===== src/rtl/au_pkg.sv =====
`default_nettype none
// ============================================================================
// Module      : au_pkg
// Description : Opcodes, unit selects and state encoding for au_op_sequencer.
// Revision    : 1.0 - initial release
// ============================================================================
package au_pkg;

    localparam logic [2:0] OP_ADD = 3'd0;
    localparam logic [2:0] OP_SUB = 3'd1;
    localparam logic [2:0] OP_2   = 3'd2;
    localparam logic [2:0] OP_3   = 3'd3;
    localparam logic [2:0] OP_MUL = 3'd4;

    localparam logic [1:0] SEL_ADD = 2'b00;
    localparam logic [1:0] SEL_SUB = 2'b01;

    localparam logic [2:0] S_IDLE      = 3'd0;
    localparam logic [2:0] S_ISSUE     = 3'd1;
    localparam logic [2:0] S_WAIT      = 3'd2;
    localparam logic [2:0] S_MUL_ISSUE = 3'd3;
    localparam logic [2:0] S_MUL_WAIT  = 3'd4;
    localparam logic [2:0] S_NEG_ISSUE = 3'd5;
    localparam logic [2:0] S_NEG_WAIT  = 3'd6;
    localparam logic [2:0] S_RESP      = 3'd7;

    typedef enum logic [2:0] {
        ST_IDLE      = S_IDLE,
        ST_ISSUE     = S_ISSUE,
        ST_WAIT      = S_WAIT,
        ST_MUL_ISSUE = S_MUL_ISSUE,
        ST_MUL_WAIT  = S_MUL_WAIT,
        ST_NEG_ISSUE = S_NEG_ISSUE,
        ST_NEG_WAIT  = S_NEG_WAIT,
        ST_RESP      = S_RESP
    } state_t;

endpackage
`default_nettype wire


===== src/rtl/au_op_sequencer.sv =====
`default_nettype none
// ============================================================================
// Module      : au_op_sequencer
// Description : Command/response sequencer driving the registered 8-bit
//               arithmetic unit; builds signed MUL from repeated additions.
// Revision    : 1.0 - initial release
// ============================================================================
module au_op_sequencer
    import au_pkg::*;
#(
    parameter int W = 8
) (
    input  logic         clk,
    input  logic         rst_n,
    input  logic         cmd_valid,
    output logic         cmd_ready,
    input  logic [2:0]   cmd_op,
    input  logic [W-1:0] cmd_a,
    input  logic [W-1:0] cmd_b,
    output logic         rsp_valid,
    input  logic         rsp_ready,
    output logic [W-1:0] rsp_data,
    output logic         rsp_err,
    output logic [W-1:0] au_a,
    output logic [W-1:0] au_b,
    output logic [1:0]   au_sel,
    input  logic [W-1:0] au_out
);

    state_t         r_state;
    logic [W-1:0]   r_cnt;
    logic [W-1:0]   r_mag;
    logic           r_neg;
    logic           r_rsp_valid;
    logic [W-1:0]   r_rsp_data;
    logic           r_rsp_err;
    logic [W-1:0]   r_au_a;
    logic [W-1:0]   r_au_b;
    logic [1:0]     r_au_sel;

    // Magnitudes wrap mod 2^W, so the most negative operand maps to 2^(W-1).
    logic [W-1:0]   w_abs_a;
    logic [W-1:0]   w_abs_b;

    assign w_abs_a = cmd_a[W-1] ? (~cmd_a) + W'(1) : cmd_a;
    assign w_abs_b = cmd_b[W-1] ? (~cmd_b) + W'(1) : cmd_b;

    assign cmd_ready = (r_state == ST_IDLE);
    assign rsp_valid = r_rsp_valid;
    assign rsp_data  = r_rsp_data;
    assign rsp_err   = r_rsp_err;
    assign au_a      = r_au_a;
    assign au_b      = r_au_b;
    assign au_sel    = r_au_sel;

    always_ff @(posedge clk or negedge rst_n) begin
        if (!rst_n) begin
            r_state     <= ST_IDLE;
            r_cnt       <= '0;
            r_mag       <= '0;
            r_neg       <= 1'b0;
            r_rsp_valid <= 1'b0;
            r_rsp_data  <= '0;
            r_rsp_err   <= 1'b0;
            r_au_a      <= '0;
            r_au_b      <= '0;
            r_au_sel    <= SEL_ADD;
        end else begin
            case (r_state)
                ST_IDLE: begin
                    if (cmd_valid) begin
                        case (cmd_op)
                            OP_ADD, OP_SUB, OP_2, OP_3: begin
                                r_au_a   <= cmd_a;
                                r_au_b   <= cmd_b;
                                r_au_sel <= cmd_op[1:0];
                                r_state  <= ST_ISSUE;
                            end
                            OP_MUL: begin
                                if (cmd_b == '0) begin
                                    r_rsp_data  <= '0;
                                    r_rsp_err   <= 1'b0;
                                    r_rsp_valid <= 1'b1;
                                    r_state     <= ST_RESP;
                                end else begin
                                    // Accumulator starts at zero and lives in au_a.
                                    r_cnt    <= w_abs_b;
                                    r_mag    <= w_abs_a;
                                    r_neg    <= cmd_a[W-1] ^ cmd_b[W-1];
                                    r_au_a   <= '0;
                                    r_au_b   <= w_abs_a;
                                    r_au_sel <= SEL_ADD;
                                    r_state  <= ST_MUL_ISSUE;
                                end
                            end
                            default: begin
                                r_rsp_data  <= '0;
                                r_rsp_err   <= 1'b1;
                                r_rsp_valid <= 1'b1;
                                r_state     <= ST_RESP;
                            end
                        endcase
                    end
                end
                ST_ISSUE: begin
                    r_au_a   <= '0;
                    r_au_b   <= '0;
                    r_au_sel <= SEL_ADD;
                    r_state  <= ST_WAIT;
                end
                ST_WAIT: begin
                    r_rsp_data  <= au_out;
                    r_rsp_valid <= 1'b1;
                    r_state     <= ST_RESP;
                end
                ST_MUL_ISSUE: begin
                    r_au_a   <= '0;
                    r_au_b   <= '0;
                    r_au_sel <= SEL_ADD;
                    r_state  <= ST_MUL_WAIT;
                end
                ST_MUL_WAIT: begin
                    r_cnt <= r_cnt - W'(1);
                    if (r_cnt == W'(1)) begin
                        if (r_neg) begin
                            r_au_a   <= '0;
                            r_au_b   <= au_out;
                            r_au_sel <= SEL_SUB;
                            r_state  <= ST_NEG_ISSUE;
                        end else begin
                            r_rsp_data  <= au_out;
                            r_rsp_valid <= 1'b1;
                            r_state     <= ST_RESP;
                        end
                    end else begin
                        r_au_a   <= au_out;
                        r_au_b   <= r_mag;
                        r_au_sel <= SEL_ADD;
                        r_state  <= ST_MUL_ISSUE;
                    end
                end
                ST_NEG_ISSUE: begin
                    r_au_a   <= '0;
                    r_au_b   <= '0;
                    r_au_sel <= SEL_ADD;
                    r_state  <= ST_NEG_WAIT;
                end
                ST_NEG_WAIT: begin
                    r_rsp_data  <= au_out;
                    r_rsp_valid <= 1'b1;
                    r_state     <= ST_RESP;
                end
                ST_RESP: begin
                    if (rsp_ready) begin
                        r_rsp_valid <= 1'b0;
                        r_rsp_err   <= 1'b0;
                        r_state     <= ST_IDLE;
                    end
                end
                default: r_state <= ST_IDLE;
            endcase
        end
    end

endmodule
`default_nettype wire


===== config.mk =====
export PLATFORM = sky130hd
export DESIGN_NAME = au_op_sequencer
export DESIGN_NICKNAME = d
export VERILOG_FILES = /design/src/rtl/au_pkg.sv /design/src/rtl/au_op_sequencer.sv
export SDC_FILE = /design/constraint.sdc
export NUM_CORES = 1
export LEC_CHECK = 0
export ABC_AREA = 1
export CORE_MARGIN = 2
export CORE_UTILIZATION = 48
export DETAILED_ROUTE_END_ITERATION = 16
export PLACE_DENSITY = 0.82
export SETUP_SLACK_MARGIN = 0.4
export SYNTH_ARGS = -nofsm -noshare
export SYNTH_HDL_FRONTEND = slang
export SYNTH_SLANG_ARGS = --single-unit

===== constraint.sdc =====
create_clock -name clk -period 1.7 [get_ports clk]
set_input_delay 0.34 -clock clk [delete_from_list [all_inputs] [get_ports clk]]
set_output_delay 0.34 -clock clk [all_outputs]
set_load 0.01 [all_outputs]

==> metrics.txt <==
Slew @ Worst Pin 0.3596 ns; CP max FO 5; final setup vio count 0; Worst Path Required 1.90 ns; minimum clock period 1.679 ns; Initial Util 0.4965; TritonCTS buffer count 5; Port Buf Inserts 59; largest family of logic cells by synthesized area simple AND/OR/NAND/NOR gates; Gate Count Post-Synth 479; leakage power 2.863 nW; final count of hold timing violations 8; Worst setup EP type register; Max Root-Sink Buffers 2; Post-Synth Simple-Gate Area 0.4447; core area 6794 µm²; Final GP Congestion 0.9025; fmax 595.6 MHz; period utilisation layout 0.9876; ANT nets after route 0; synthesized flop and latch total 48; outcome complete, but fails checks; Worst-path clk slew 0.10 ns; Worst path max stage delay 0.40 ns; 1st-iter DRT viols 551; Slew Limit Fails 0; Tightest Hold Check Type in2async; peak supply drop 1035 µV; commonest non-fill, non-tap cells in the layout 134 x nand2_1, 71 x buf_4, 45 x dfrtp_1; antenna violations before repair 0; leading register cell type out of synthesis dfrtp_1; Initial DRT Pass Iterations 6; die width 87.83 µm; crit path launch type register; mux share of post-synthesis cell area 0; CP cell instances inv_2 -> ha_4 -> nand2_4 -> nor2_4 -> nand2_4 -> buf_6 -> o21ai_4 -> nand3_4 -> nand2_2 -> nand2_1; Vert. Die Dim 87.83 µm; Netlist cell types 32; kind of critical path reg2reg; Area growth, synth to finish 58.83%; GRT overflow 0; asr flop ratio synth 1.000; slack of the critical path 0.02106 ns; Place WS -0.5591 ns; Post-CTS Hold Fix Bufs 0; Synth top area share 0.3561; Vias per Instance 5.613; DIE AREA 7714 µm²; first-pass GRT wire length 18600 µm; leading area contributor after synthesis dfrtp_1; global-route usage over all layers 0.3126; Area contributors post-synth dfrtp_1 36%, nand2_1 19%, nor2_1 5.0%; layout cells sized above 1 0.4277; clk_skew 0.01097 ns; r2r setup slk 0.02 ns; CTS sink count 48; fin area 5358 µm²; commonest non-fill, non-tap cell in the layout nand2_1; hold slack final -0.01510 ns; HPWL after detailed placement 7294 µm; Worst Reg-to-Reg Cells 10; most frequent CP cell nand2_4; CP max stage cell dfrtp_1; number of synthesized flops with an enable pin 0; synthesized cell area 3373 µm²; failing checks negative hold slack; cell family with most CP delay simple AND/OR/NAND/NOR gates; DRC violation count after routing 0; RSZ-0062 raised after global routing yes; CTS tree yes; vias in the first global route 3875; Area after DPL 4499 µm²; Slew headroom 0.7600; Synth Area in XOR/XNOR 0.01039; Post-Syn Nets 514; Final nets 670; compound-cell area share of the yosys netlist 0.08902; Synthesis Warnings 0; pwr/cell area 1653 nW/µm²; mean post-synth cell area 7.042 µm²; Ports 60; FF-to-FF End rsp_data[1]; register area share after synthesis 0.3561; H-tree Lvls 2; crit path DAT 1.88 ns; Root Buffer Master clkbuf_8; Max-Cap Viols 0; DR vias 4109; ant diodes 0; row cnt 30; fill count 433; Worst-Skew Late Latency 0.31 ns; wire length per cell 17.41 µm; final WL 12740 µm; critical path buffer and inverter count 2; reg2reg start r_cnt[1]; largest net degree at the start of global routing 49; Post-Synth Adder-Cell Area 0.01484
## power breakdown
group | total, mW | internal [mW] | leakage [nW] | switching, mW
sequential | 2.02 | 1.65 | 0.598 | 0.373
clock | 0.899 | 0.482 | 0.0614 | 0.417
combinational | 5.94 | 2.55 | 2.20 | 3.39
## Yosys cell counts (3+ instances only)
| library cell | count |
|---|---|
| nand2_1 | 173 |
| dfrtp_1 | 48 |
| nor2_1 | 45 |
| inv_1 | 44 |
| o21ai_0 | 32 |
| nand3_1 | 24 |
| nand2_2 | 18 |
| nand2_4 | 14 |
| a21oi_1 | 11 |
| nand4_1 | 10 |
| o21ai_1 | 6 |
| inv_2 | 5 |
| nor2_2 | 5 |
| ha_1 | 4 |
| nand3b_1 | 4 |
| nor2_4 | 4 |
| buf_2 | 3 |
| buf_4 | 3 |
| nor2_8 | 3 |
| nor3_1 | 3 |
| o211ai_1 | 3 |
| xor2_1 | 3 |
## metal layers
metal	vias up	part of all wire	GRT usage
met3	74	0.092	0.05749
met2	270	0.49	0.5482
met5	-	0	0
li1	1844	-	-
met1	1921	0.37	0.3813
met4	0	0.048	0.1175
## area by class of cell
cell class | count | area, µm² | share of cell area
clock buffer | 6 | 82.58 | 0.01541
clock inverter | 2 | 38.79 | 0.007240
inverter | 51 | 236.5 | 0.04414
multi-input combinational | 374 | 2297 | 0.4288
sequential | 48 | 1205 | 0.2249
tap | 96 | 120.1 | 0.02242
timing repair buffer | 155 | 1378 | 0.2571
## worst max-delay path by stage
stage | from | to | depth (start not counted)
floorplan | r_cnt[1] | au_b[1] | 12
global placement | cmd_b[0] | au_b[5] | 12
detailed placement | cmd_b[0] | au_a[0] | 12
CTS | r_cnt[1] | rsp_data[4] | 10
global route | r_cnt[1] | rsp_data[4] | 10
finish | r_cnt[1] | rsp_data[1] | 10
## registers in the layout (all words and copies together) (netlist names)
| name | flops |
|---|---|
| au_a | 8 |
| au_b | 8 |
| au_sel | 2 |
| r_cnt | 8 |
| r_mag | 8 |
| r_neg | 1 |
| r_state | 3 |
| rsp_data | 8 |
| rsp_err | 1 |
| rsp_valid | 1 |
## per-stage QoR
step,util,total power [mW],cells,TNS (ns)
after floorplan,-,4.807,479,0
after global placement,0.6622,6.080,677,-20.84
after detailed placement,0.6622,6.221,677,-22.72
after CTS,0.7692,8.102,722,0
after global routing,0.7886,9.367,732,-0.3764
final,0.7886,8.859,732,0
## worst register-to-register path: stages, from the launching register on
cell     delay [ns]
dfrtp_1        0.40
inv_2          0.08
ha_4           0.14
nand2_4        0.05
nor2_4         0.10
nand2_4        0.09
buf_6          0.13
o21ai_4        0.26
nand3_4        0.16
nand2_2        0.10
nand2_1        0.06
## cells by family after synthesis
logic type,after synthesis
simple gates,307
flops,48
buf+inv,62
xor+xnor,4
compound gates,54
fa+ha+maj,4
## what timing repair did
item,in CTS,in global routing
pin swaps,33,39
gates cloned,6,2
buffers inserted,31,8
endpoints found under the setup margin,77,73
gates resized for setup,162,87
No activity file was read; power rests on OpenSTA's default activity.
